==> src/rtl/qkd_key_packer_master_pkg.sv <==
// Shared types and constants for the QKD key packer.
package qkd_packer_pkg;

  localparam int WORD_W = 16;
  localparam int ADDR_W = 7;
  localparam logic [7:0] MAX_WORDS = 8'd128;

  localparam logic [15:0] CRC_POLY = 16'h1021;
  localparam logic [15:0] CRC_INIT = 16'hFFFF;

  typedef enum logic [1:0] {
    ST_IDLE,
    ST_CAPTURE,
    ST_DRAIN,
    ST_DONE
  } state_t;

  // A requested count of 0, or one larger than the memory, means "fill the memory".
  function automatic logic [7:0] eff_count(input logic [7:0] req);
    return (req == 8'd0 || req > MAX_WORDS) ? MAX_WORDS : req;
  endfunction

endpackage

==> src/rtl/qkd_key_packer_master_if.sv <==
// Avalon-MM write bus between the key packer and the key memory write port.
interface qkd_key_packer_master_if
  import qkd_packer_pkg::*;
();

  logic [ADDR_W-1:0] avm_address;
  logic              avm_chipselect;
  logic              avm_write;
  logic [WORD_W-1:0] avm_writedata;
  logic [1:0]        avm_byteenable;

  modport master (
    output avm_address,
    output avm_chipselect,
    output avm_write,
    output avm_writedata,
    output avm_byteenable
  );

  modport slave (
    input avm_address,
    input avm_chipselect,
    input avm_write,
    input avm_writedata,
    input avm_byteenable
  );

endinterface

==> src/rtl/qkd_key_packer_master_crc16.sv <==
// qkd_crc16_word: one CRC-16-CCITT step over a full 16-bit word, MSB first.
// Only present when QKD_PACKER_CRC_EN is defined.
`ifdef QKD_PACKER_CRC_EN
module qkd_crc16_word
  import qkd_packer_pkg::*;
(
  input  logic [15:0] crc_in,
  input  logic [15:0] data,
  output logic [15:0] crc_out
);

  logic [15:0] c;

  // Sixteen serial LFSR steps unrolled into one combinational update.
  always_comb begin
    c = crc_in;
    for (int i = WORD_W - 1; i >= 0; i--) begin
      if (c[15] ^ data[i]) c = {c[14:0], 1'b0} ^ CRC_POLY;
      else                 c = {c[14:0], 1'b0};
    end
    crc_out = c;
  end

endmodule
`endif

==> src/rtl/qkd_key_packer_master.sv <==
// qkd_key_packer_master: packs the serial sifted-key stream LSB-first into
// 16-bit words and writes them into the key memory starting at base_addr.
// Optional feature macro: QKD_PACKER_CRC_EN adds key_crc over written words.
module qkd_key_packer_master
  import qkd_packer_pkg::*;
(
  input  logic                   clk,
  input  logic                   reset_n,
  input  logic                   start,
  input  logic [ADDR_W-1:0]      base_addr,
  input  logic [7:0]             word_count,
  input  logic                   bit_valid,
  input  logic                   bit_data,
  input  logic                   flush,
  qkd_key_packer_master_if.master avm,
  output logic                   busy,
  output logic                   done,
  output logic [7:0]             words_written,
  output logic                   overflow
`ifdef QKD_PACKER_CRC_EN
  ,
  output logic [15:0]            key_crc
`endif
);

  state_t            state, state_nxt;

  logic [WORD_W-1:0] shreg;
  logic [3:0]        bitcnt;
  logic [ADDR_W-1:0] base_q;
  logic [7:0]        limit_q;

  logic              wr_q;
  logic [WORD_W-1:0] wdata_q;
  logic [1:0]        be_q;

  logic              take_bit;
  logic              word_full;
  logic              last_word;
  logic              do_flush;
  logic              partial_wr;
  logic              issue_wr;
  logic [4:0]        pend_cnt;
  logic [WORD_W-1:0] cur_word;

  // Decode of the current bit/flush against the word being assembled.
  always_comb begin
    // NOTE: every combinational output gets a default before any branch, so no latch can be inferred.
    take_bit = (state == ST_CAPTURE) && bit_valid;
    cur_word = shreg;
    if (take_bit) cur_word[bitcnt] = bit_data;
    pend_cnt  = {1'b0, bitcnt} + {4'd0, take_bit};
    word_full = take_bit && (bitcnt == 4'd15);
    // Writes are at least 16 cycles apart, so words_written already counts every earlier word here.
    last_word  = word_full && (({1'b0, words_written} + 9'd1) >= {1'b0, limit_q});
    do_flush   = (state == ST_CAPTURE) && flush;
    partial_wr = do_flush && !word_full && (pend_cnt != 5'd0);
    issue_wr   = word_full || partial_wr;
  end

  // State register.
  always_ff @(posedge clk or negedge reset_n) begin
    // NOTE: sequential state uses non-blocking assignments and an asynchronous active-low reset.
    if (!reset_n) state <= ST_IDLE;
    else          state <= state_nxt;
  end

  // Next-state and status outputs.
  always_comb begin
    state_nxt = state;
    busy      = (state != ST_IDLE);
    done      = (state == ST_DONE);
    case (state)
      ST_IDLE:    if (start) state_nxt = ST_CAPTURE;
      ST_CAPTURE: if (last_word || do_flush) state_nxt = ST_DRAIN;
      // The pending write was launched on entry and occupies exactly this one cycle.
      ST_DRAIN:   state_nxt = ST_DONE;
      ST_DONE:    state_nxt = ST_IDLE;
      default:    state_nxt = ST_IDLE;
    endcase
  end

  // Shift register, session parameters, write holding register and counters.
  always_ff @(posedge clk or negedge reset_n) begin
    if (!reset_n) begin
      shreg         <= '0;
      bitcnt        <= '0;
      base_q        <= '0;
      limit_q       <= '0;
      wr_q          <= 1'b0;
      wdata_q       <= '0;
      be_q          <= '0;
      words_written <= '0;
      overflow      <= 1'b0;
    end else begin
      wr_q <= issue_wr;
      if (issue_wr) begin
        wdata_q <= cur_word;
        be_q    <= (pend_cnt > 5'd8) ? 2'b11 : 2'b01;
      end

      if (state == ST_IDLE && start) begin
        shreg         <= '0;
        bitcnt        <= '0;
        words_written <= '0;
        overflow      <= 1'b0;
        base_q        <= base_addr;
        limit_q       <= eff_count(word_count);
      end else begin
        if (take_bit) begin
          if (word_full) begin
            // Clearing here leaves the unfilled bits of a later partial word at 0.
            shreg  <= '0;
            bitcnt <= '0;
          end else begin
            shreg  <= cur_word;
            bitcnt <= bitcnt + 4'd1;
          end
        end
        if (bit_valid && state != ST_CAPTURE) overflow <= 1'b1;
        if (wr_q && words_written != MAX_WORDS) words_written <= words_written + 8'd1;
      end
    end
  end

  assign avm.avm_write      = wr_q;
  assign avm.avm_chipselect = wr_q;
  assign avm.avm_writedata  = wdata_q;
  assign avm.avm_byteenable = be_q;
  // words_written only advances at the end of the write cycle, so the sum is this write's slot.
  assign avm.avm_address    = base_q + words_written[ADDR_W-1:0];

`ifdef QKD_PACKER_CRC_EN
  logic [15:0] crc_q;
  logic [15:0] crc_nxt;
  logic [15:0] crc_data;

  assign crc_data = {wdata_q[15:8] & {8{be_q[1]}}, wdata_q[7:0] & {8{be_q[0]}}};

  qkd_crc16_word u_crc (
    .crc_in  (crc_q),
    .data    (crc_data),
    .crc_out (crc_nxt)
  );

  // Running CRC over every word as it is written.
  always_ff @(posedge clk or negedge reset_n) begin
    if (!reset_n)                    crc_q <= CRC_INIT;
    else if (state == ST_IDLE && start) crc_q <= CRC_INIT;
    else if (wr_q)                   crc_q <= crc_nxt;
  end

  assign key_crc = crc_q;
`endif

endmodule
==> src/flat_wrapper.sv <==
// flat-port wrapper written by rule: the top's interface ports become plain ports
module qkd_key_packer_master_flat import qkd_packer_pkg::*;
  (clk, reset_n, start, base_addr, word_count, bit_valid, bit_data, flush, busy, done, words_written, overflow, avm_avm_address, avm_avm_chipselect, avm_avm_write, avm_avm_writedata, avm_avm_byteenable);
  qkd_key_packer_master_if avm_i ();
  input  logic clk;
  input  logic reset_n;
  input  logic start;
  input  logic [ADDR_W-1:0] base_addr;
  input  logic [7:0] word_count;
  input  logic bit_valid;
  input  logic bit_data;
  input  logic flush;
  output logic busy;
  output logic done;
  output logic [7:0] words_written;
  output logic overflow;
  output wire logic [$bits(avm_i.avm_address)-1:0] avm_avm_address;
  output wire logic [$bits(avm_i.avm_chipselect)-1:0] avm_avm_chipselect;
  output wire logic [$bits(avm_i.avm_write)-1:0] avm_avm_write;
  output wire logic [$bits(avm_i.avm_writedata)-1:0] avm_avm_writedata;
  output wire logic [$bits(avm_i.avm_byteenable)-1:0] avm_avm_byteenable;
  assign avm_avm_address = avm_i.avm_address;
  assign avm_avm_chipselect = avm_i.avm_chipselect;
  assign avm_avm_write = avm_i.avm_write;
  assign avm_avm_writedata = avm_i.avm_writedata;
  assign avm_avm_byteenable = avm_i.avm_byteenable;
  qkd_key_packer_master u_core (.clk(clk), .reset_n(reset_n), .start(start), .base_addr(base_addr), .word_count(word_count), .bit_valid(bit_valid), .bit_data(bit_data), .flush(flush), .avm(avm_i), .busy(busy), .done(done), .words_written(words_written), .overflow(overflow));
endmodule
==> config.mk <==
export PLATFORM = sky130hd
export DESIGN_NAME = qkd_key_packer_master_flat
export DESIGN_NICKNAME = d
export VERILOG_FILES = /design/src/rtl/qkd_key_packer_master_pkg.sv /design/src/rtl/qkd_key_packer_master_if.sv /design/src/rtl/qkd_key_packer_master_crc16.sv /design/src/rtl/qkd_key_packer_master.sv /design/src/flat_wrapper.sv
export SDC_FILE = /design/constraint.sdc
export NUM_CORES = 1
export LEC_CHECK = 0
export CORE_AREA = 2 2 113 115
export DETAILED_ROUTE_END_ITERATION = 10
export DIE_AREA = 0 0 115 117
export DONT_BUFFER_PORTS = 1
export HOLD_SLACK_MARGIN = 0.08
export PLACE_DENSITY = 0.44
export SYNTH_ARGS = -nofsm -noshare
export SYNTH_HDL_FRONTEND = slang
export SYNTH_SLANG_ARGS = --single-unit
==> constraint.sdc <==
create_clock -name clk -period 3.3 [get_ports clk]
set_clock_uncertainty 0.05 [all_clocks]
set_input_delay 0.66 -clock clk [delete_from_list [all_inputs] [get_ports clk]]
set_output_delay 0.66 -clock clk [all_outputs]
set_load 0.02 [all_outputs]
==> metrics.log <==
INFO  metric outcome = complete, no violations
INFO  metric first_global_vias = 2,943
INFO  metric synth_instances = 396
INFO  metric gr-usage-met1 = between 15 and 20%
INFO  metric timing.critical_path.cells = ha_1 > inv_1 > fa_1 > nor2b_1 > o21ai_0 > a21boi_2 > nor4_1 > a311oi_1 > buf_4
INFO  metric timing.max_cap.violations = 0
INFO  metric synth_area_leader = dfrtp_1
INFO  metric post-synth-top-count-cell = dfrtp_1
INFO  metric power.density = 736.5 mW/mm^2
INFO  metric floorplan.io_pins = 59
INFO  metric p_leak = 1.976 nW
INFO  metric fillers = 1,296
INFO  metric synth_top_area_share = 43.71%
INFO  metric slowest_delay = between 0.4 and 0.5 ns
INFO  metric fp.dieW = 115 um
INFO  metric synth_edf_count = 0
INFO  metric ctsHtreeMaxLevel = 3
INFO  metric start_util = between 30% and 40%
INFO  metric seq_cells_post_synth = 65
INFO  metric first_iter_violations = 131
INFO  metric route.detailed.vias_per_inst = around 4.9
INFO  metric asyncSetResetFlopFracSynth = 100.0%
INFO  metric dpl.hpwl = 6081 um
INFO  metric grt_antenna_before_repair = 0
INFO  metric gp_routability_congestion = slightly below 0.8
INFO  metric tritoncts = built
INFO  metric drc_errors = 0
INFO  metric post_route_cells_drive_above_1_share = 9.976%
INFO  metric met3_usage = 5.046%
INFO  metric cts_buffer_depth = 2
INFO  metric antenna-diode-count = 0
INFO  metric busiest_layer = met2
INFO  metric clk_latency = roughly 0.33 ns
INFO  metric grt_overflow = 0
INFO  metric clk_root_buffer_cell = clkbuf_16
INFO  metric path_max_fanout = 6
INFO  metric worstPathArrival = around 2.4 ns
INFO  metric max_freq = 321.7 MHz
INFO  metric postPlaceCellArea = between 0.003 and 0.004 mm^2
INFO  metric post_route_clock_period_utilization = 94.21%
INFO  metric postSynthNetCount = approximately 450
INFO  metric min-delay-path-class = in -> async
INFO  metric hold_viol_final = 0
INFO  metric post_synth.cell_area_avg = 9.397 um^2
INFO  metric yosysWarnings = 0
INFO  metric drt-total-wl = about 9000 um
INFO  metric synthTopCellsByArea = dfrtp_1 (44%), ha_1 (9.1%), o21ai_0 (5.9%)
INFO  metric placeable_core_area = 0.01231 mm^2
INFO  metric tightestPinTransition = 0.6812 ns
INFO  metric clk_pin_slew = 0.05 ns
INFO  metric cell_area_after_layout = 0.004254 mm^2
INFO  metric drt_first_pass_iters = 4
INFO  metric cts-buffers-inserted = 9
INFO  metric critPathKind = reg -> out
INFO  metric routed_wire_length_per_instance = 15.91 um
INFO  metric number_of_vias_after_detailed_routing = approximately 2.8k
INFO  metric grt_start_max_net_pins = 66
INFO  metric clock_sinks = 65
INFO  metric design.final.nets = 455
INFO  metric final_worst_path_period_need = 3.109 ns
INFO  metric floorplan.die_area = 0.01346 mm^2
INFO  metric die_height = between 100 and 150 um
INFO  metric worst_setup_path_end_kind = output pin
INFO  metric worstSetupStartpointType = flop
INFO  metric synth_ff_type = dfrtp_1
INFO  metric placementRows = 41
INFO  metric cpMaxStageDelayCell = dfrtp_2
INFO  metric synth.cell_area = 0.003721 mm^2
INFO  metric global_route_total_usage_across_every_layer = about 15%
INFO  metric area_growth_syn_to_layout = 14.32%
INFO  metric worst_slew_margin_rel = 54.58%
INFO  metric vdd_ir_drop_max = 0.3125 mV
INFO  metric grt_util_met2 = between 20% and 30%
INFO  metric drt.antenna.violating_nets = 0
INFO  metric synthTopCellsByCount = dfrtp_1 (65), nand2_1 (58), o21ai_0 (44)
INFO  metric final.hold.worst_slack = 0.1323 ns
INFO  metric seq_area_frac_synth = between 40% and 50%
INFO  metric wire_length_of_the_first_global_routing_pass = between 15,000 and 20,000 um
INFO  metric cp_data_required_time = roughly 2.6 ns
INFO  metric i_o_buffers = 0
INFO  metric report.final.slew_viol_count = 0
INFO  metric yosys.cell_types.count = 47
INFO  metric final-setup-viol-count = 0
report_power, final:
part           internal, W  switching (W)  leakage [nW]  total, W
sequential        0.000952       0.000168         0.869   0.00112
combinational     0.000391       0.000680         0.964   0.00107
clock             0.000603       0.000338         0.144  0.000941
total              0.00195        0.00119          1.98   0.00313
final timing paths:
kind,depth (start not counted),to,from,slack [ns]
setup / recovery,9,avm_avm_address[6],u_core.words_written[0],0.19
hold / removal,1,u_core.overflow,reset_n,0.13
setup reg to reg,11,u_core.state[0],u_core.words_written[0],0.26
hold reg to reg,2,u_core.limit_q[0],u_core.limit_q[0],0.43
max in group asynchronous,1,u_core.words_written[0],reset_n,2.73
min in group clk,2,u_core.base_q[0],base_addr[0],0.38
kinds of logic after synthesis:
family / count (synthesis) / share of synthesized area, %
fa+ha+maj: 28 / 9.617
simple gates: 140 / 17.96
compound gates: 88 / 15.33
mux: 16 / 4.304
flops: 65 / 43.71
buf+inv: 42 / 5.077
xor+xnor: 17 / 4.001
area by class of cell:
class,count,area (um^2),area share (%)
Clock buffer,13,250.2,5.882
Clock inverter,3,40.04,0.9412
Tap cell,150,187.7,4.412
Timing Repair Buffer,17,147.6,3.471
Sequential cell,65,1629,38.29
Inverter,24,90.09,2.118
Multi-Input combinational cell,289,1909,44.88
per-layer routing:
metal | up-vias | part of all wire [%]
met5 | - | 0
met4 | 0 | 1.2
met3 | 7 | 5.2
met2 | 48 | 46
met1 | 1325 | 48
li1 | 1389 | -
registers in the layout, indices dropped and copies added, names as in the netlist:
name,flops
u_core.avm.avm_byteenable,2
u_core.avm.avm_chipselect,1
u_core.avm.avm_writedata,16
u_core.base_q,7
u_core.bitcnt,4
u_core.limit_q,8
u_core.overflow,1
u_core.shreg,16
u_core.state,2
u_core.words_written,8
worst max-delay path, delay by kind of cell, from the launching register on:
family	cells	cell delay (ns)
AOI/OAI and AO/OA	3	0.60
buffers and inverters	2	0.24
DFF	1	0.42
adders and majority gates	2	0.59
and+or+nand+nor	2	0.19
timing repair:
item | 4_1_cts | 5_1_grt
cloned | 0 | 0
buffers inserted | 0 | 4
endpoints found under the setup margin | 1 | 1
resized for setup | 1 | 3
endpoints found under the hold margin | 65 | 0
hold buffers | 1 | 0
pin swaps | 0 | 1
through the flow:
stage,utilization (%),power (W),cells,setup WS (ns),setup TNS (ns)
after CTS,34.26,0.003168,557,0.002745,0
after detailed placement,31.68,0.002178,540,0.2637,0
after floorplan,-,0.001933,396,0.2541,0
final,34.55,0.003133,561,0.1912,0
after global placement,31.68,0.002157,540,0.2863,0
after global routing,34.55,0.003392,561,-0.006130,-0.006130
placed cells by master (no fill, tap or decap), types with 2 or more instances in the layout:
cell type	Yosys	routed
dfrtp_1	65	63
nand2_1	58	58
o21ai_0	44	44
nor2_1	27	27
ha_1	27	27
inv_1	23	23
mux2i_1	16	16
buf_4	1	16
a22o_1	15	15
xor2_1	12	12
a21oi_1	12	12
nand3_1	9	9
clkbuf_16	0	9
and3_1	8	8
nor3_1	7	7
nand3b_1	7	7
xnor2_1	5	5
nand2b_1	5	5
a21o_1	4	4
nor2b_1	3	3
and2_1	3	3
nand4_1	3	3
clkbuf_1	10	3
nor4_1	2	2
o31ai_1	2	2
or3_1	2	2
clkinv_2	0	2
dfrtp_2	0	2
Power figures use the tool's default switching activity.
